===== src/rtl/bcd_conv_pkg.sv =====
// Shared types and constants for the BCD-to-binary converter.
// The optional input/overflow checking is enabled by defining BCD_CHECK_EN.
package bcd_conv_pkg;

    // Width of the binary result; also the number of shift iterations
    localparam int BIN_W = 8;

    // Digit field widths inside the BCD shift register
    localparam int DIGIT_W = 4;
    localparam int HUND_W  = 2;
    localparam int BCD_W   = HUND_W + 2 * DIGIT_W;

    // Reverse double-dabble correction: a digit that reached 8 after the
    // right shift received a carried-in 10 (shown as 8), so take 3 back off
    localparam logic [DIGIT_W-1:0] SUB_THRESH = 4'd8;
    localparam logic [DIGIT_W-1:0] SUB_VAL    = 4'd3;

    // Largest legal decimal digit
    localparam logic [DIGIT_W-1:0] DIGIT_MAX = 4'd9;

    typedef enum logic [1:0] {
        IDLE  = 2'd0,
        SHIFT = 2'd1,
        DONE  = 2'd2
    } state_t;

endpackage


===== src/rtl/bcd_digit_sub3.sv =====
// Single-digit correction for reverse double-dabble: subtract 3 from a
// 4-bit BCD digit whose value is 8 or more after the right shift.
module bcd_digit_sub3
    import bcd_conv_pkg::*;
(
    input  logic [DIGIT_W-1:0] digit_in,
    output logic [DIGIT_W-1:0] digit_out
);

    // Conditional subtract; digits below the threshold pass through
    always_comb begin
        digit_out = digit_in;
        if (digit_in >= SUB_THRESH) begin
            digit_out = digit_in - SUB_VAL;
        end
    end

endmodule


===== src/rtl/bcd_to_binary_converter.sv =====
// Sequential 3-digit BCD to 8-bit binary converter (reverse double-dabble).
// One operand is accepted in IDLE, shifted for BIN_W cycles, then the result
// is offered with a valid/ready handshake.
// Define BCD_CHECK_EN to flag illegal digits and values above 255 on err
// (bin_out is then forced to zero); otherwise err is tied low.
module bcd_to_binary_converter
    import bcd_conv_pkg::*;
#(
    parameter int BIN_W = bcd_conv_pkg::BIN_W
) (
    input  logic               clk,
    input  logic               rst_n,
    input  logic               in_valid,
    output logic               in_ready,
    input  logic [HUND_W-1:0]  hundreds,
    input  logic [DIGIT_W-1:0] tens,
    input  logic [DIGIT_W-1:0] ones,
    output logic               out_valid,
    input  logic               out_ready,
    output logic [BIN_W-1:0]   bin_out,
    output logic               err
);

    localparam int CNT_W = $clog2(BIN_W);
    localparam logic [CNT_W-1:0] LAST_ITER = CNT_W'(BIN_W - 1);

    state_t             state;
    state_t             next_state;
    logic [CNT_W-1:0]   iter_cnt;
    logic [BCD_W-1:0]   bcd_sr;
    logic [BIN_W-1:0]   bin_sr;

    logic [BCD_W-1:0]   bcd_shifted;
    logic [BIN_W-1:0]   bin_next;
    logic [DIGIT_W-1:0] tens_adj;
    logic [DIGIT_W-1:0] ones_adj;
    logic [BCD_W-1:0]   bcd_next;

    logic               accept;
    logic               last_iter;
    logic               capture;
    logic               release_out;
    logic [BIN_W-1:0]   result_bin;

    // Handshake qualifiers; in_ready is held low while reset is asserted
    assign in_ready    = (state == IDLE) && rst_n;
    assign accept      = in_valid && in_ready;
    assign last_iter   = (state == SHIFT) && (iter_cnt == LAST_ITER);
    assign capture     = (state == DONE) && !out_valid;
    assign release_out = (state == DONE) && out_valid && out_ready;

    // One combined right shift: the BCD register's LSB moves into the binary MSB
    assign bcd_shifted = bcd_sr >> 1;
    assign bin_next    = {bcd_sr[0], bin_sr[BIN_W-1:1]};

    bcd_digit_sub3 u_tens_sub3 (
        .digit_in  (bcd_shifted[2*DIGIT_W-1:DIGIT_W]),
        .digit_out (tens_adj)
    );

    bcd_digit_sub3 u_ones_sub3 (
        .digit_in  (bcd_shifted[DIGIT_W-1:0]),
        .digit_out (ones_adj)
    );

    // The 2-bit hundreds digit can never reach 8, so it is never corrected
    assign bcd_next = {bcd_shifted[BCD_W-1:2*DIGIT_W], tens_adj, ones_adj};

    // State register
    always_ff @(posedge clk) begin
        if (!rst_n) begin
            state <= IDLE;
        end else begin
            state <= next_state;
        end
    end

    // Next-state decode: IDLE -> SHIFT -> DONE -> IDLE
    always_comb begin
        next_state = state;
        case (state)
            IDLE:    if (accept)      next_state = SHIFT;
            SHIFT:   if (last_iter)   next_state = DONE;
            DONE:    if (release_out) next_state = IDLE;
            default: next_state = IDLE;
        endcase
    end

    // Shift registers and iteration counter; reset clears them so an aborted
    // operand leaves nothing behind
    always_ff @(posedge clk) begin
        if (!rst_n) begin
            bcd_sr   <= '0;
            bin_sr   <= '0;
            iter_cnt <= '0;
        end else if (accept) begin
            bcd_sr   <= {hundreds, tens, ones};
            bin_sr   <= '0;
            iter_cnt <= '0;
        end else if (state == SHIFT) begin
            bcd_sr   <= bcd_next;
            bin_sr   <= bin_next;
            iter_cnt <= iter_cnt + 1'b1;
        end
    end

`ifdef BCD_CHECK_EN
    logic err_flag;
    logic err_reg;

    // Error flag: illegal digit at load, or BCD residue (value > 255) after the last shift
    always_ff @(posedge clk) begin
        if (!rst_n) begin
            err_flag <= 1'b0;
        end else if (accept) begin
            err_flag <= (tens > DIGIT_MAX) || (ones > DIGIT_MAX);
        end else if (last_iter && (bcd_next != '0)) begin
            err_flag <= 1'b1;
        end
    end

    // Error output is captured together with the result so it stays stable
    always_ff @(posedge clk) begin
        if (!rst_n) begin
            err_reg <= 1'b0;
        end else if (capture) begin
            err_reg <= err_flag;
        end
    end

    assign result_bin = err_flag ? '0 : bin_sr;
    assign err        = err_reg;
`else
    assign result_bin = bin_sr;
    assign err        = 1'b0;
`endif

    // Result register: captured on the first DONE cycle, held until the consumer takes it
    always_ff @(posedge clk) begin
        if (!rst_n) begin
            out_valid <= 1'b0;
            bin_out   <= '0;
        end else if (capture) begin
            out_valid <= 1'b1;
            bin_out   <= result_bin;
        end else if (release_out) begin
            out_valid <= 1'b0;
        end
    end

endmodule

===== config.mk =====
export PLATFORM = sky130hd
export DESIGN_NAME = bcd_to_binary_converter
export DESIGN_NICKNAME = d
export VERILOG_FILES = /design/src/rtl/bcd_conv_pkg.sv /design/src/rtl/bcd_digit_sub3.sv /design/src/rtl/bcd_to_binary_converter.sv
export SDC_FILE = /design/constraint.sdc
export NUM_CORES = 1
export LEC_CHECK = 0
export CORE_MARGIN = 2
export CORE_UTILIZATION = 50
export CTS_BUF_LIST = sky130_fd_sc_hd__clkbuf_2 sky130_fd_sc_hd__clkbuf_4 sky130_fd_sc_hd__clkbuf_8
export CTS_CLUSTER_SIZE = 8
export DETAILED_ROUTE_END_ITERATION = 7
export PLACE_DENSITY = 0.76
export SYNTH_ARGS = -nofsm -noshare
export SYNTH_HDL_FRONTEND = slang
export SYNTH_SLANG_ARGS = --single-unit

===== constraint.sdc =====
create_clock -name clk -period 1.7 [get_ports clk]
set_input_delay 0.17 -clock clk [delete_from_list [all_inputs] [get_ports clk]]
set_output_delay 0.17 -clock clk [all_outputs]
set_load 0.01 [all_outputs]

==> results of run 1 <==
per-stage QoR:
| step | cell area (µm²) | power, mW | setup WS, ns | hold slack [ns] |
|---|---|---|---|---|
| final | 1770 | 1.61 | 0.114 | 0.372 |
| after CTS | 1760 | 1.63 | 0.00240 | 0.367 |
| after global placement | 1670 | 0.969 | 0.0998 | 0.446 |
| after detailed placement | 1670 | 0.974 | 0.0785 | 0.452 |
| after floorplan | 1430 | 0.919 | 0.585 | 0.306 |
| after global routing | 1770 | 1.68 | 0.0305 | 0.383 |
synth_stat cells, drive strengths merged:
master	number
nand2	37
nor3	2
o211a	1
ha	6
a311oi	1
nand4	1
a31oi	3
nor2b	1
buf	9
nor2	14
xnor2	5
o21a	1
nand3	2
conb	1
dfxtp	32
a21oi	17
and3	1
o221ai	3
clkbuf	2
inv	4
o211ai	7
mux2i	8
nand2b	5
nor4b	1
clkinv	1
flip-flops by register name (all words and copies together) (netlist names):
| signal | cells |
|---|---|
| bin_out | 8 |
| bcd_sr | 10 |
| state | 2 |
| out_valid | 1 |
| iter_cnt | 3 |
| bin_sr | 8 |
layout make-up:
class,count,share of cell area (%)
sequential,32,36.4
multi-input combinational,117,40.1
clock inverter,1,1.70
tap,31,2.20
clock buffer,7,3.69
inverter,5,1.06
timing repair buffer,27,14.9
cell usage in the layout, fill, tap and decap left out:
master and instances:
nand3_2 1, ha_1 6, a311oi_1 1, nor2_8 1
dfxtp_1 31, nand4_1 1, o21a_1 1, clkinv_1 1
buf_4 4, a21oi_1 17, nor3_1 2, clkbuf_8 2
nand2b_1 4, mux2i_1 8, nor2_1 13, xnor2_1 5
nand2b_2 1, nand2_1 37, a31oi_1 3, o211ai_1 7
dfxtp_2 1, conb_1 1, inv_1 4, clkbuf_4 5
nor2b_2 1, nand3_1 1, and3_1 1, o211a_1 1
dlymetal6s2s_1 1, bufinv_16 1, o221ai_1 3, clkdlybuf4s50_1 22
nor4b_1 1
tightest hold or removal path, cell delays in order:
cell and delay (ns):
clkdlybuf4s50_1 0.40, nand2_1 0.05, a21oi_1 0.05
logic make-up (layout without fill, tap and decap cells):
logic type,count (synthesis),after routing,share of synthesized area (%)
buf+inv,16,40,5.69
flops,32,32,44.8
mux,8,8,5.60
other cells,1,1,0.262
fa+ha+maj,6,6,5.25
xor+xnor,5,5,3.06
compound gates,33,33,14.6
simple gates,64,64,20.7
worst min path at each step:
| stage | endpoint | startpoint |
|---|---|---|
| after floorplan | bcd_sr[9] | hundreds[1] |
| after detailed placement | iter_cnt[1] | iter_cnt[1] |
| after global routing | bcd_sr[1] | ones[1] |
| after global placement | iter_cnt[2] | iter_cnt[2] |
| after CTS | bcd_sr[4] | tens[0] |
| final | bcd_sr[4] | tens[0] |
metal layers:
layer  up-vias  track usage (%)
met2        30             29.4
met5         -                0
met1       532             23.6
li1        598                -
met4         0             6.98
met3         6             6.80
repair_timing:
action	CTS	global route
setup endpoints to repair	0	1
resized for setup	0	2
hold buffers	0	0
hold endpoints to repair	0	0
power by group:
group          total, mW  leakage (nW)  switching [mW]  internal [mW]
clock              0.657        0.0515           0.267          0.390
sequential         0.795         0.260          0.0235          0.772
combinational      0.162         0.335          0.0833         0.0786
==> summary.txt, run 1 <==
Outcome
  – Outcome: completed

CTS
  – CTS tree: built
  – Depth of the CTS H-tree: 2
  – Num CTS Buffers: 5
  – Clock Latency Late Sink: 0.33 ns
  – Clock tree sinks: 32
  – Deepest clock path buffer count: 2
  – Clk root buf: clkbuf_4
  – Clock transition at path regs: 0.11 ns
  – Setup bufs post-CTS: 0

Critical path
  – Worst R2R Setup Slack: 0.40 ns
  – Worst Path Arrival: 1.42 ns
  – CP bufs+invs: 1
  – Slowest stage delay, CP: 0.59 ns
  – Critical-path top delay cell: clkdlybuf4s50_1
  – Reg-to-Reg End: bin_sr[0]
  – Setup crit start kind: flop
  – Worst Setup End Kind: primary output
  – CP Depth: 1
  – CP max FO: 5
  – Worst Setup SP: out_valid
  – Worst R2R Start: state[1]
  – Worst Setup Path Type: flop to primary output
  – Crit path cell chain: clkdlybuf4s50_1
  – Cells on worst reg2reg path: 4
  – CP required: 1.53 ns
  – Crit path to: out_valid
  – Top delay family on crit path: buffers and inverters

Timing
  – Post-Route Skew: 0.00842 ns
  – Crit share post-route: 93.3%
  – Endpoints failing hold: 0
  – Setup total negative slack: 0 ns
  – Min cycle time layout: 1.59 ns
  – RSZ-0062 raised after global routing: false
  – Final setup vio count: 0
  – Max Clock Freq: 631 MHz
  – Pins Over Slew Limit: 0

Finish
  – Ant. Diodes: 0
  – Share of layout cells above drive strength 1: 8.99%
  – Area Overhead vs Synth: 23.4%
  – Layout Nets: 208
  – Seq. cell area: 642 µm²
  – Final core occ: 64.6%
  – Final cell count without fillers: 220
  – Fillers: 238
  – Footprint of the multi-input gates: 708 µm²

Logic synthesis
  – Synth Warn #: 0
  – Largest area contributor in the synthesized netlist: dfxtp_1
  – Syn Inst Count: 165
  – Synth Register Bits: 32
  – Synthesized area per cell: 8.67 µm²
  – Syn Nets: 185
  – Post-synth top area share: 44.8%
  – Synth cell types: 29
  – Synth area leaders: dfxtp_1 (45%), nand2_1 (9.7%), a21oi_1 (5.9%)
  – Post-Syn Area: 1430 µm²
  – Sequential element share of the synthesized area: 44.8%

Floorplan
  – Core area: 2730 µm²
  – IO Pins: 25
  – Initial Util: 52.3%
  – Die Y-Extent: 57.5 µm
  – Full die area: 3300 µm²
  – Cell Rows: 19
  – Die W: 57.5 µm

Drt
  – Pre-Repair DR Iteration Count: 4
  – Metal-1 WL: 1270 µm
  – Top sig layer: met4
  – Via count: 1166
  – Metal2 WL: 1290 µm
  – Routed WL: 2750 µm
  – Vias/cell: 5.30
  – DR iter-0 viols: 31
  – DR WL met3: 145 µm
  – # DRC: 0
  – Post-DR wirelength/cell: 12.5 µm
  – DRT antenna net count: 0

Placed design
  – Dpl cells: 212
  – # port buffers: 23
  – Hpwl dp: 1830 µm
  – Placer Congestion: 0.791

Worst hold path
  – Tightest Hold Check Type: input port to flop
  – Worst Hold Depth: 3

Power
  – Peak supply drop: 0.688 mV
  – Pwr Density: 914 nW/µm²
  – LEAKAGE: 0.647 nW

GRT
  – Global-route wire length before repair: 4770 µm
  – Largest net degree at the start of global routing: 22
  – All-Layer GR Usage: 18.7%
  – Vias in the first global route: 1083
  – Total congestion overflow: 0
  – Initial antenna violation count: 0

Run
  – Max Cap Viol: 0
No activity file was read; power rests on OpenSTA's default activity.
==> run 2: changes to the inputs <==
--- a/config.mk
+++ b/config.mk
@@ -10,6 +10,7 @@
 export CTS_BUF_LIST = sky130_fd_sc_hd__clkbuf_2 sky130_fd_sc_hd__clkbuf_4 sky130_fd_sc_hd__clkbuf_8
 export CTS_CLUSTER_SIZE = 8
 export DETAILED_ROUTE_END_ITERATION = 7
+export GPL_ROUTABILITY_DRIVEN = 0
 export PLACE_DENSITY = 0.76
 export SYNTH_ARGS = -nofsm -noshare
 export SYNTH_HDL_FRONTEND = slang
==> results of run 2 <==
The final DEF is identical to that of run 1; final timing and power are the same.
==> run 3: changes to the inputs <==
--- a/config.mk
+++ b/config.mk
@@ -12,6 +12,7 @@
 export DETAILED_ROUTE_END_ITERATION = 7
 export GPL_ROUTABILITY_DRIVEN = 0
 export PLACE_DENSITY = 0.76
+export RECOVER_POWER = 25
 export SYNTH_ARGS = -nofsm -noshare
 export SYNTH_HDL_FRONTEND = slang
 export SYNTH_SLANG_ARGS = --single-unit
==> run 3 against run 2 <==
  * Die area is the same
  * Non-clock buffer count is the same
  * Via count grew 0.94%
  * Register-to-register slack lost 0.16 ns
  * Combinational power is essentially flat
  * First-iteration DRC count grew 3.2%
  * Total power is essentially flat
  * Utilization shrank 0.60 points
  * Routed wire length grew 0.58%
  * Fmax grew 7.7%
  * Largest cell class unchanged
  * Largest power group unchanged
==> summary.txt, run 3 (synthesis results as in run 1) <==
Placed design
  – Hpwl dp: 1830 µm (unchanged)
  – # port buffers: 23 (unchanged)
  – Placed Area: 1670 µm² (unchanged)

CTS
  – Clock transition at path regs: 0.10 ns (about the same)
  – Depth of the CTS H-tree: 2 (unchanged)
  – Deepest clock path buffer count: 2 (unchanged)
  – Clock Latency Late Sink: 0.33 ns (about the same)
  – Num CTS Buffers: 5 (unchanged)
  – Clk root buf: clkbuf_4
  – CTS tree: built
  – Clock tree sinks: 32 (unchanged)
  – Setup bufs post-CTS: 0 (unchanged)
  – Post-CTS Hold Fix Bufs: 0 (unchanged)

Floorplan
  – Full die area: 3300 µm² (unchanged)
  – Die W: 57.5 µm (unchanged)
  – Die Y-Extent: 57.5 µm (unchanged)
  – Cell Rows: 19 (unchanged)
  – Core area: 2730 µm² (unchanged)
  – Initial Util: 52.3% (unchanged)
  – IO Pins: 25 (unchanged)

Drt
  – Pre-Repair DR Iteration Count: 4 (unchanged)
  – DRT antenna net count: 0 (unchanged)
  – Via count: 1177 (+0.94%)
  – # DRC: 0 (unchanged)
  – DR iter-0 viols: 32 (+3.2%)
  – Metal2 WL: 1310 µm (+1.2%)
  – DR WL met3: 150 µm (+3.4%)
  – Post-DR wirelength/cell: 12.6 µm (+0.58%)
  – Routed WL: 2770 µm (+0.58%)
  – Top sig layer: met4
  – Metal-1 WL: 1260 µm (-0.39%)
  – Vias/cell: 5.35 (+0.94%)

Finish
  – Max FFs per register: 10 (unchanged)
  – Commonest non-fill, non-tap cell in the layout: nand2_1
  – Area Overhead vs Synth: 22.3%
  – Final non-filler cell area: 1750 µm² (-0.92%)
  – Reg with most FFs: bcd_sr
  – Share of layout cells above drive strength 1: 8.47% (-0.53 points)
  – Final core occ: 64.0% (-0.60 points)
  – Fillers: 242 (+1.7%)
  – Largest registers: bcd_sr: 10 flops, bin_out: 8 flops, bin_sr: 8 flops
  – Ant. Diodes: 0 (unchanged)
  – Footprint of the multi-input gates: 692 µm² (-2.3%)
  – Seq. cell area: 642 µm² (unchanged)
  – Commonest non-fill, non-tap cells in the layout: nand2_1 (37), dfxtp_1 (31), clkdlybuf4s50_1 (22), a21oi_1 (17), nor2_1 (13)
  – Layout Nets: 208 (unchanged)

Critical path
  – Worst Path Arrival: 1.30 ns (-0.12 ns)
  – Critical-path top delay cell: clkdlybuf4s50_1
  – CP max FO: 5 (unchanged)
  – Slowest stage delay, CP: 0.56 ns (-0.03 ns)
  – CP Depth: 1 (unchanged)
  – Worst Setup Path Type: flop to primary output
  – CP required: 1.53 ns (about the same)
  – Crit path cell chain: clkdlybuf4s50_1
  – Worst R2R Setup Slack: 0.24 ns (-0.16 ns)
  – Worst R2R Start: state[0]
  – Crit path to: out_valid
  – Top delay family on crit path: buffers and inverters
  – Worst Setup SP: out_valid
  – Worst Setup End Kind: primary output
  – Reg-to-Reg End: bin_out[6]
  – Cells on worst reg2reg path: 4 (unchanged)
  – CP bufs+invs: 1 (unchanged)
  – Setup crit start kind: flop

GRT
  – Largest net degree at the start of global routing: 22 (unchanged)
  – All-Layer GR Usage: 18.7% (unchanged)
  – Total congestion overflow: 0 (unchanged)
  – Initial antenna violation count: 0 (unchanged)
  – Vias in the first global route: 1083 (unchanged)
  – Global-route wire length before repair: 4770 µm (unchanged)

Timing
  – Endpoints failing hold: 0 (unchanged)
  – Pins Over Slew Limit: 0 (unchanged)
  – Crit share post-route: 86.6% (-6.7 points)
  – Post-Route Skew: 0.0102 ns (+0.00182 ns)
  – Min cycle time layout: 1.47 ns (-0.113 ns)
  – Setup total negative slack: 0 ns (unchanged)
  – Final setup vio count: 0 (unchanged)
  – RSZ-0062 raised after global routing: false
  – Max-slew headroom: 64.4%
  – Max Clock Freq: 679 MHz (+7.7%)
  – Hold_ws: 0.373 ns (+0.00105 ns)
  – Slew @ Worst Pin: 0.533 ns

Worst hold path
  – Tightest Hold Check Type: input port to flop

Run
  – Max Cap Viol: 0 (unchanged)

Power
  – LEAKAGE: 0.645 nW (-0.32%)
  – Total power: 1.61 mW (about the same)
  – Peak supply drop: 0.690 mV (+0.23%)
  – Pwr Density: 922 nW/µm² (+0.84%)

Outcome
  – Outcome: completed
[run 3: cell type report]
class	count	area share [%]
sequential	32	36.7
clock inverter	1	1.72
timing repair buffer	27	15.0
inverter	5	1.07
tap	31	2.22
clock buffer	7	3.72
multi-input combinational	117	39.6
[run 3: worst register-to-register path, stage by stage (launching register included)]
cell      delay, ns
dfxtp_1        0.38
nand2b_1       0.22
nor2_2         0.44
mux2i_1        0.26
nor2_1         0.05
[run 3: routing by layer]
metal / up-vias / track usage, %
met5: - / 0
li1: 598 / -
met4: 0 / 6.98
met2: 30 / 29.4
met1: 543 / 23.6
met3: 6 / 6.80
[run 3: power breakdown]
| group | total, mW | switching (mW) | internal, mW | leakage (nW) |
|---|---|---|---|---|
| Clock | 0.655 | 0.265 | 0.390 | 0.0515 |
| Combinational | 0.162 | 0.0836 | 0.0784 | 0.333 |
| Sequential | 0.796 | 0.0235 | 0.772 | 0.260 |
[run 3: how the worst min path moves through the flow]
stage	startpoint	endpoint	slack, ns	cells past startpoint
after global placement	iter_cnt[2]	iter_cnt[2]	0.45	2
after CTS	tens[0]	bcd_sr[4]	0.37	3
after global routing	ones[1]	bcd_sr[1]	0.38	3
after detailed placement	iter_cnt[1]	iter_cnt[1]	0.45	2
after floorplan	hundreds[1]	bcd_sr[9]	0.31	2
final	tens[0]	bcd_sr[4]	0.37	3
[run 3: through the flow]
step	setup slack, ns	std cells
5_1_grt	0.113	220
4_1_cts	0.00240	220
3_5_place_dp	0.0785	212
3_3_place_gp	0.0998	212
2_1_floorplan	0.585	165
6_report	0.227	220
[run 3: repair_timing]
item                                    CTS  global route
gates resized for setup                   0             2
endpoints found under the hold margin     0             0
endpoints found under the setup margin    0             1
